## src/rtl/exec_seq.sv

```systemverilog
// exec_seq: four-state instruction sequencer (IDLE/READ/EXEC/WRITE) driving a 2-read/1-write register file.
// Define EXEC_SEQ_MUL_EN to make opcode 9 a MUL; otherwise opcode 9 is illegal.
module exec_seq #(
    parameter int DATA_W = 32,
    parameter int ADR_W  = 5
) (
    input  logic              clkout,
    input  logic              rst_n,
    input  logic              instr_valid,
    input  logic [15:0]       instr,
    output logic              instr_ready,
    output logic [ADR_W-1:0]  mem_addr1,
    output logic [ADR_W-1:0]  mem_addr2,
    output logic              wr,
    output logic [DATA_W-1:0] reg_din,
    input  logic [DATA_W-1:0] reg_out,
    input  logic [DATA_W-1:0] op_reg,
    output logic              done,
    output logic              zero,
    output logic              carry,
    output logic              err,
    output logic [1:0]        state_dbg
);

    // Handshake: an instruction transfers on a rising edge where instr_valid and instr_ready are both 1;
    // instr_ready is high only in IDLE, and instr is not looked at on any other edge.
    typedef enum logic [1:0] {IDLE, READ, EXEC, WRITE} state_t;

    state_t             state, state_nx;
    logic               done_nx;
    logic [3:0]         op_q;
    logic [ADR_W-1:0]   rd_q, rs_q;
    logic [DATA_W-1:0]  result_q;
    logic [DATA_W-1:0]  alu_res;
    logic [DATA_W:0]    alu_sum;
    logic               alu_c, alu_legal, alu_wb;
    logic               unused_bits;

    assign unused_bits = ^instr[1:0];
    assign state_dbg   = state;

    // Result, carry and write-back decision for the latched opcode.
    always_comb begin
        alu_res   = '0;
        alu_sum   = '0;
        alu_c     = 1'b0;
        alu_legal = 1'b1;
        alu_wb    = 1'b1;
        case (op_q)
            4'd0: begin
                alu_sum = {1'b0, reg_out} + {1'b0, op_reg};
                alu_res = alu_sum[DATA_W-1:0];
                alu_c   = alu_sum[DATA_W];
            end
            4'd1: begin
                alu_res = reg_out - op_reg;
                alu_c   = (reg_out < op_reg);
            end
            4'd2: alu_res = reg_out & op_reg;
            4'd3: alu_res = reg_out | op_reg;
            4'd4: alu_res = reg_out ^ op_reg;
            4'd5: alu_res = op_reg;
            4'd6: alu_res = reg_out << op_reg[4:0];
            4'd7: alu_res = reg_out >> op_reg[4:0];
            4'd8: begin
                alu_res = reg_out - op_reg;
                alu_c   = (reg_out < op_reg);
                alu_wb  = 1'b0;
            end
`ifdef EXEC_SEQ_MUL_EN
            4'd9: alu_res = reg_out * op_reg;
`endif
            default: begin
                alu_legal = 1'b0;
                alu_wb    = 1'b0;
            end
        endcase
    end

    always_comb begin
        state_nx = state;
        done_nx  = 1'b0;
        unique case (state)
            IDLE:  if (instr_valid) state_nx = READ;
            READ:  state_nx = EXEC;
            EXEC: begin
                if (alu_wb) begin
                    state_nx = WRITE;
                end else begin
                    state_nx = IDLE;
                    done_nx  = 1'b1;
                end
            end
            WRITE: begin
                state_nx = IDLE;
                done_nx  = 1'b1;
            end
            default: state_nx = IDLE;
        endcase
    end

    always_ff @(posedge clkout) begin
        if (!rst_n) begin
            state    <= IDLE;
            done     <= 1'b0;
            zero     <= 1'b0;
            carry    <= 1'b0;
            err      <= 1'b0;
            result_q <= '0;
            op_q     <= '0;
            rd_q     <= '0;
            rs_q     <= '0;
        end else begin
            state <= state_nx;
            done  <= done_nx;
            if (state == IDLE && instr_valid) begin
                op_q <= instr[15:12];
                rd_q <= ADR_W'(instr[11:7]);
                rs_q <= ADR_W'(instr[6:2]);
            end
            // Illegal opcodes only raise err; zero/carry and the result keep their old values.
            if (state == EXEC) begin
                if (alu_legal) begin
                    result_q <= alu_res;
                    zero     <= (alu_res == '0);
                    carry    <= alu_c;
                    err      <= 1'b0;
                end else begin
                    err <= 1'b1;
                end
            end
        end
    end

    // wr is masked by rst_n so a reset landing on the write edge aborts the write.
    always_comb begin
        instr_ready = (state == IDLE);
        wr          = 1'b0;
        mem_addr1   = '0;
        mem_addr2   = '0;
        reg_din     = '0;
        case (state)
            READ: begin
                mem_addr1 = rd_q;
                mem_addr2 = rs_q;
            end
            WRITE: begin
                wr        = rst_n;
                mem_addr1 = rd_q;
                reg_din   = result_q;
            end
            default: ;
        endcase
    end

endmodule

```

## config.mk

```make
export PLATFORM = sky130hd
export DESIGN_NAME = exec_seq
export DESIGN_NICKNAME = d
export VERILOG_FILES = /design/src/rtl/exec_seq.sv
export SDC_FILE = /design/constraint.sdc
export NUM_CORES = 1
export LEC_CHECK = 0
export CAP_MARGIN = 20
export CORE_UTILIZATION = 25
export DETAILED_ROUTE_END_ITERATION = 10
export HOLD_SLACK_MARGIN = 0.12
export PLACE_DENSITY = 0.41
export SLEW_MARGIN = 40
export SYNTH_ARGS = -nofsm -noshare
export SYNTH_HDL_FRONTEND = slang
export SYNTH_SLANG_ARGS = --single-unit
```

## constraint.sdc

```tcl
create_clock -name clkout -period 6 [get_ports clkout]
set_clock_uncertainty 0.1 [all_clocks]
set_input_delay 1.8 -clock clkout [delete_from_list [all_inputs] [get_ports clkout]]
set_output_delay 1.8 -clock clkout [all_outputs]
set_load 0.005 [all_outputs]
```

==> After elaboration in Yosys (flattened, before gate mapping) <==
Cells that the tools add are included.
{ "classes": {"n_addsub": 2, "n_mul": 0, "div_mod_pow": 0, "order_cmp": 1, "eq_ne": 12, "n_shift": 2, "n_mux": 14, "n_bitwise": 3, "n_reduce_logical": 9} }
{ "op_table": {"columns": ["op", "count"], "rows": [
  ["one-hot mux 32 bit (8 select lines)", 1],
  ["adder 32 x 32 -> 33 bit", 1],
  ["bitwise AND 32 bit", 1],
  ["logical NOT 32 bit", 1],
  ["less-than comparator 32 bit", 1],
  ["two-way mux 32 bit", 1],
  ["OR 32 bit", 1],
  ["left shift 32 x 5 -> 32 bit", 1],
  [">> shifter 32 x 5 -> 32 bit", 1],
  ["subtractor 32 bit", 1],
  ["bitwise XOR 32 bit", 1],
  ["equality test 4 x 3 -> 1 bit (second input constant)", 4],
  ["two-way mux 5 bit", 2],
  ["OR reduction 9 bit", 1],
  ["equality test 4 x 2 -> 1 bit (second input constant)", 2],
  ["one-hot mux 2 bit (4 select lines)", 1],
  ["OR reduction 8 bit", 1],
  ["two-way mux 1 bit", 5],
  ["equality test 2 bit (second input constant)", 2],
  ["equality test 4 x 1 -> 1 bit (second input constant)", 1],
  ["equality test 4 bit (second input constant)", 1],
  ["logical NOT 4 bit", 1],
  ["two-way mux 2 bit", 2],
  ["one-hot mux 1 bit (2 select lines)", 2],
  ["other kinds (6)", 7]
]} }
{ "word_totals": {"ff_bits": 52, "latch_bits": 0, "ramBits": 0, "rom_bits": 0, "in_bits": 83, "out_inout_bits": 50, "mem_count": 0} }

==> Logic depth before layout (Yosys ltp) <==
Gate-level depths: netlist of run 1.
{ "depth": {"ltp_word": 5, "depth_mapped": 17} }

==> Worst setup path before layout of run 1 <==
OpenSTA, ideal clock, no wires.
{ "synth_path": {"path_kind": "input-to-reg", "startpoint": "in op_reg[2]", "endpoint": "reg zero", "setup_ps": 59, "arrival_ps": 5696, "required_time_ps": 5841, "slack_ps": 145, "stages": 17, "n_path_buf": 4, "cell_sequence": "clkbuf_1 > inv_2 > buf_1 > clkbuf_1 > ha_1 > clkbuf_1 > nor2b_1 > o2111a_1 > o21a_1 > o211ai_1 > a21oi_1 > a31o_1 > a221o_1 > a211oi_2 > or4b_1 > nand4bb_1 > nand2_1"} }
{ "synth_between": {"elab_chain_cells": 3, "word_cells_on_any_way": 9} }
{ "synth_lines": {"columns": ["item", "line_no", "text"], "rows": [
  ["from (decl)", "17", "input logic [DATA_W-1:0] op_reg,"],
  ["subtractor 32 bit, or another cell as far along", "56, 66", null],
  ["one-hot mux 32 bit (8 select lines) (*)", "49", "case (op_q)"],
  ["logical NOT 32 bit (*)", "125", "zero <= (alu_res == '0);"],
  ["to (signal assigned)", "125", null],
  ["to (decl)", "19", "output logic zero,"]
]} }
Mark *: on every way between the ends. The rest lies on a longest branch, timed or not.
A chain may end at the register's enable or synchronous reset.

==> Worst setup path in the final report of run 1 <==
{ "layout_path": {"startpoint": "in op_reg[15]", "endpoint": "reg zero"} }
{ "layout_between": {"elab_chain_cells": 3, "word_cells_on_any_way": 7} }
{ "layout_lines": {"columns": ["item", "line_no"], "rows": [
  ["subtractor 32 bit, or another cell as far along", "56, 66"],
  ["one-hot mux 32 bit (8 select lines) (*)", "49"],
  ["logical NOT 32 bit (*)", "125"]
]} }
Marked as above.

==> results.md, run 1 <==
* Synth unique cells at 96
* Crit path DAT at 5.84 ns
* Unrepaired setup endpoints after global routing: no
* Power share of the combinational group at 66.6%
* H-tree depth at 2
* Initial antenna violation count at 1
* Int Power at 0.00114 W
* Tot GR Track Use at 26.8%
* Slew Limit Fails at 0
* PortBufs at 130
* Worst setup SP type: input port
* Finish-stage setup viols at 0
* Remaining Overflow, GRT at 0
* Antenna diodes at 0
* Die area at 48,400 um^2
* Placed inst area at 14,800 um^2
* Clk network pwr share at 15.0%
* DR pass1 iterations at 9
* Routed len/inst at 26.5 um
* Layout net count at 2,064
* Clock Latency Late Sink at 0.30 ns
* Setup bufs post-CTS at 0
* Cells after Synth at 1,688
* EDFF count, synth at 0
* Yosys Warn Count at 0
* FP Rows at 79
* Die height at 220 um
* Mean post-synth cell area at 7.04 um^2
* Switching Share at 48.4%
* CTS tree: built
* Initial DRC Count at 1,416
* DRC at 34
* Vias in the first global route at 13,613
* Core area at 46,800 um^2
* # IOs at 133
* Max Freq at 0.175 GHz
* Fin area at 15,000 um^2
* Die Span X at 220 um
* Least-Margin Pin Slew at 0.876 ns
* Vias per cell at 5.80
* Fill cells at 5,207
* Outcome: finished, violations left
* Final Hold Vio Count at 0
* Clock transition at path regs at 0.07 ns
* Pleak at 6.13 nW
* Power Density at 147 nW/um^2
* Hold_buf cts at 0
* CP max FO at 9
* Initial core utilization at 25.4%
* Most frequent cell after synthesis: nor2_1
* Share of the synthesized area in the top cell type at 11.2%
* Slew headroom at 41.6%
* Clock buffer depth at 2
* Ys async rst share at 0%
* Prevailing post-synth register cell: dfxtp_1
* Post-route setup slack at 0.300 ns
* Worst hold stages at 2
* Post-synthesis sequential area ratio at 8.76%
* NetSw at 0.00107 W
* Failing checks: design-rule violations
* Crit path kind: in -> reg
* Post_cts resized at 0
* Req. time, crit path at 6.14 ns
* Routed wire length at 65,700 um
* Dpl ws at -0.0170 ns
* Hold Path Class: reg -> reg
* Vias at 14,382
* Post-DRT Antenna Nets at 0
* Largest net degree at the start of global routing at 48
* Peak VDD IR at 0.0906 mV
* First-pass GRT wire length at 94,800 um
* Synth area leaders: ha_1 11%, dfxtp_1 8.8%, mux2i_1 6.0%
* Commonest cells post-synth: 186 x nor2_1, 164 x nand2_1, 131 x a21oi_1
* Flop pwr share at 18.4%
* Sink Count at 52
* Worst R2R Path Depth at 10
* Post-Syn Nets at 1,879
* Netlist Area Pre-Place at 11,900 um^2
* Period Utilization, post-route at 95.0%
* Layout cell share with drive strength beyond 1 at 15.4%
* Area Growth Syn to Fin at 26.1%
* Post-synth top area cell: ha_1
* Hold WS at 0.352 ns
* Synthesized flop and latch total at 52
* Final HPWL DP at 54,100 um
* PnR Total Power at 0.00220 W
* Worst Setup End Kind: flip-flop
* CTS root buf: clkbuf_16
* Gpl congestion at 0.962
* Max Cap Viol at 0
* Min Clock Period, post-route at 5.70 ns
* CTS buffer count at 5
==> state kept, by name, summed over array words and instances, names as in the netlist <==
register   flops
carry          1
done           1
err            1
op_q           4
rd_q           5
result_q      32
rs_q           5
state_dbg      2
zero           1
==> cell usage in the layout, fill, tap and decap left out, types with 40 or more instances in the layout <==
| master | n |
|---|---|
| a211oi_1 | 41 |
| a21oi_1 | 131 |
| buf_4 | 171 |
| clkdlybuf4s50_1 | 126 |
| dfxtp_1 | 49 |
| ha_1 | 106 |
| inv_1 | 100 |
| mux2i_1 | 71 |
| nand2_1 | 163 |
| nor2_1 | 186 |
| nor3_1 | 46 |
| o211ai_1 | 40 |
| o21ai_0 | 74 |
==> critical path, cell delays in order <==
cell and delay [ns]:
clkdlybuf4s50_1 0.61, inv_1 0.11, ha_1 0.51, a21oi_1 0.21
o21ai_0 0.71, nor2_1 0.13, a22oi_1 0.26, nand2_1 0.11
a221oi_1 0.41, o2111ai_1 0.17, or4b_1 0.52, nand4bb_1 0.21
nand2_1 0.08
==> cell families (layout without fill, tap and decap cells) <==
kind of cell	count (synthesis)	count (layout)	share of synthesized area (%)
AOI/OAI and AO/OA	540	540	31.6
xor gates and xnor gates	22	22	1.62
adders and majority gates	108	108	11.5
buffers and inverters	232	418	7.90
DFF	52	52	8.76
muxes	135	135	14.7
and+or+nand+nor	599	599	23.9
==> layer usage <==
| metal | vias up | GRT usage [%] | share of wire, % |
|---|---|---|---|
| met3 | 99 | 2.25 | 5.6 |
| li1 | 6657 | - | - |
| met2 | 599 | 41.9 | 44 |
| met1 | 7027 | 37.7 | 46 |
| met5 | - | 0 | 0 |
| met4 | 0 | 10.2 | 3.9 |
==> final timing paths <==
kind,start,slack (ns),to
max,op_reg[15],0.30,zero
max reg2reg,op_q[2],1.65,zero
min reg2reg,rs_q[2],0.35,rs_q[2]
min,rs_q[2],0.35,rs_q[2]
==> power by group through the flow <==
stage | sequential, W | clock [W] | combinational (W)
5_1_grt | 0.000410 | 0.000354 | 0.00156
6_report | 0.000405 | 0.000329 | 0.00147
3_5_place_dp | 0.000414 | 0 | 0.00144
4_1_cts | 0.000406 | 0.000342 | 0.00144
2_1_floorplan | 0.000389 | 0 | 0.000816
3_3_place_gp | 0.000412 | 0 | 0.00144
==> through the flow <==
step	utilization (%)	std cells	TNS (ns)
2_1_floorplan	-	1688	0
6_report	32.0	2481	0
3_3_place_gp	31.7	2473	-0.0319
3_5_place_dp	31.7	2473	-0.0170
5_1_grt	32.0	2481	0
4_1_cts	32.0	2481	0
==> layout make-up <==
cell class	instances	area [um^2]	area share (%)
Tap cell	607	759	5.07
Multi-Input combinational cell	1404	9940	66.3
Clock buffer	5	125	0.835
Timing Repair Buffer	306	2680	17.9
Sequential cell	52	1040	6.97
Clock inverter	3	42.5	0.284
Inverter	104	390	2.61
Note: power is estimated with default switching activity, not from simulation.
==> run 2, diff against run 1 <==
--- a/config.mk
+++ b/config.mk
@@ -6,9 +6,9 @@
 export NUM_CORES = 1
 export LEC_CHECK = 0
 export CAP_MARGIN = 20
+export CORE_ASPECT_RATIO = 1.2
 export CORE_UTILIZATION = 25
 export DETAILED_ROUTE_END_ITERATION = 10
-export HOLD_SLACK_MARGIN = 0.12
 export PLACE_DENSITY = 0.41
 export SLEW_MARGIN = 40
 export SYNTH_ARGS = -nofsm -noshare
==> run 2 against run 1 <==
  * The flow now finishes without violations
  * Global-route usage about the same
  * Final area up 2.3%
  * Setup slack better by 0.013 ns
  * Maximum frequency up 0.23%
  * Final cell count up 2.4%
  * Total power up 0.40%
  * Sequential power about the same
  * Clock-buffer cell count unchanged
==> results.md, run 2 (synthesized netlist as in run 1, its figures left out) <==
* Routed met3 length at 2870 um (was 3660 um)
* Layout cell share with drive strength beyond 1 at 17.4% (was 15.4%)
* Least-Margin Pin Slew at 0.830 ns (was 0.876 ns)
* Regs by FF count: result_q x32, rd_q x5, rs_q x5 (unchanged)
* Final setup TNS at 0 ns (unchanged)
* Hold WS at 0.354 ns (was 0.352 ns)
* Antenna diodes at 0 (unchanged)
* Most frequent cells in the layout: 214 x buf_4, 186 x nor2_1, 163 x nand2_1 (was 186 x nor2_1, 171 x buf_4, 163 x nand2_1)
* CTS root buf: clkbuf_16 (unchanged)
* Hold path endpoint: result_q[28] (was rs_q[2])
* Max Freq at 0.176 GHz (was 0.175 GHz)
* Crit path DAT at 5.83 ns (was 5.84 ns)
* Fill cells at 5,134 (was 5,207)
* Sink Count at 52 (unchanged)
* Crit path kind: in -> reg (unchanged)
* Outcome: finished, final reports clean (was finished, violations left)
* Slew headroom at 44.7% (was 41.6%)
* Peak VDD IR at 0.114 mV (was 0.0906 mV)
* Initial DRC Count at 1,201 (was 1,416)
* Max stage delay on crit path at 0.49 ns (was 0.71 ns)
* Power Density at 144 nW/um^2 (was 147 nW/um^2)
* DR pass1 iterations at 5 (was 9)
* Layout net count at 2,107 (was 2,064)
* Biggest register: result_q (unchanged)
* Req. time, crit path at 6.15 ns (was 6.14 ns)
* Remaining Overflow, GRT at 0 (unchanged)
* WL met1 at 29,300 um (was 30,500 um)
* Area Growth Syn to Fin at 29.0% (was 26.1%)
* Hold_buf cts at 0 (unchanged)
* First-pass GRT wire length at 96,600 um (was 94,800 um)
* DR WL met2 at 31,800 um (was 28,900 um)
* Max reg flops at 32 (unchanged)
* Clock Latency Late Sink at 0.30 ns (about the same)
* DR top layer: met5 (was met4)
* Routed wire length at 66,100 um (was 65,700 um)
* Die area at 48,400 um^2 (about the same)
* Setup slack, reg-to-reg at 1.59 ns (was 1.65 ns)
* Worst hold stages at 2 (unchanged)
* DRC at 0 (was 34)
* Min-delay src: result_q[28] (was rs_q[2])
* Cells along the critical path: clkdlybuf4s50_1 > ha_1 > inv_1 > fa_1 > nor2b_1 > o2111a_1 > o21a_1 > o211ai_1 > a21oi_1 > a31o_1 > a221o_1 > a211oi_2 > or4b_1 > nand4bb_1 > nand2_1 (was clkdlybuf4s50_1 > inv_1 > ha_1 > a21oi_1 > o21ai_0 > nor2_1 > a22oi_1 > nand2_1 > a221oi_1 > o2111ai_1 > or4b_1 > nand4bb_1 > nand2_1)
* Post-DRT Antenna Nets at 0 (unchanged)
* CTS buffer count at 5 (unchanged)
* Vias per cell at 5.67 (was 5.80)
* PortBufs at 130 (unchanged)
* H-tree depth at 2 (unchanged)
* Fin area at 15,300 um^2 (was 15,000 um^2)
* Die height at 241 um (was 220 um)
* Placed inst area at 15,200 um^2 (was 14,800 um^2)
* Slew Limit Fails at 0 (unchanged)
* Final Hold Vio Count at 0 (unchanged)
* Hold Path Class: reg -> reg (unchanged)
* # IOs at 133 (unchanged)
* Period Utilization, post-route at 94.8% (was 95.0%)
* Initial core utilization at 25.3% (was 25.4%)
* Worst R2R Path Depth at 13 (was 10)
* Commonest non-fill, non-tap cell in the layout: buf_4 (was nor2_1)
* Vias at 14,398 (was 14,382)
* Initial antenna violation count at 2 (was 1)
* Clock transition at path regs at 0.07 ns (about the same)
* Routed len/inst at 26.0 um (was 26.5 um)
* Worst reg2reg path startpoint: op_q[3] (was op_q[2])
* Worst setup SP type: input port (unchanged)
* Worst Setup End Kind: flip-flop (unchanged)
* Tot GR Track Use at 26.8% (about the same)
* Clock buffer depth at 2 (unchanged)
* Max Cap Viol at 0 (unchanged)
* Vias in the first global route at 14,084 (was 13,613)
* Gpl congestion at 0.945 (was 0.962)
* Unrepaired setup endpoints after global routing: no (unchanged)
* CTS tree: built (unchanged)
* Reg2reg end: zero (unchanged)
* Finish-stage setup viols at 0 (unchanged)
* FP Rows at 87 (was 79)
* Pleak at 6.34 nW (was 6.13 nW)
* Core area at 46,900 um^2 (was 46,800 um^2)
* CP max-delay cell: or4b_1 (was o21ai_0)
* Largest net degree at the start of global routing at 77 (was 48)
* CP max FO at 3 (was 9)
* Die Span X at 201 um (was 220 um)
* Min Clock Period, post-route at 5.69 ns (was 5.70 ns)
* Final HPWL DP at 54,900 um (was 54,100 um)
-- run 2: changes by cell type in the layout (fill, tap and decap cells not counted), sizes merged --
cell / before / now
bufinv: 1 / 0
inv: 103 / 104
buf: 180 / 223
-- run 2: metrics by stage --
step	utilization, %	power [W]	instances	setup slack, ns
detailed placement	32.3	0.00190	2532	0.0262
CTS	32.6	0.00220	2540	0.333
global route	32.7	0.00234	2540	0.123
global placement	32.3	0.00189	2531	0.0428
finish	32.7	0.00221	2540	0.314
floorplan	-	0.00121	1688	0.145
-- run 2: routing by layer --
metal  vias up  track usage, %
met2       528            47.0
met1      7045            35.1
met3        80            1.23
met4         2            8.86
li1       6743               -
met5         -               0
-- run 2: area by class of cell --
cell class | count | area [um^2] | share of cell area, %
clock inverter | 3 | 25.0 | 0.163
inverter | 104 | 392 | 2.56
timing repair buffer | 349 | 3000 | 19.6
tap | 623 | 779 | 5.09
sequential | 52 | 1040 | 6.82
multi-input combinational | 1404 | 9950 | 65.0
clock buffer | 5 | 125 | 0.817
-- run 2: worst max-delay path by stage --
stage / startpoint / endpoint / slack [ns] / cells after the start
after detailed placement: reg_out[0] / zero / 0.03 / 17
final: reg_out[0] / zero / 0.31 / 15
after CTS: reg_out[0] / zero / 0.33 / 17
after floorplan: op_reg[2] / zero / 0.15 / 17
after global routing: op_reg[14] / zero / 0.12 / 16
after global placement: op_reg[14] / zero / 0.04 / 16
-- run 2: critical path: cells and delay by family --
kind | cells | cell delay, ns
adders and majority gates | 2 | 0.52
buffers and inverters | 2 | 0.54
and+or+nand+nor | 4 | 0.85
AOI/OAI and AO/OA | 7 | 2.11
-- run 2: power by group --
group	total (W)	switching, W	leakage [nW]	internal (W)
logic	0.00151	0.000907	5.84	0.000601
clock network	0.000299	0.000141	0.0708	0.000158
registers	0.000404	0.0000315	0.426	0.000372
-- run 2: timing repair --
item                                    4_1_cts  5_1_grt
resized for setup                             0        1
setup buffers                                 0        0
endpoints found under the setup margin        0        1
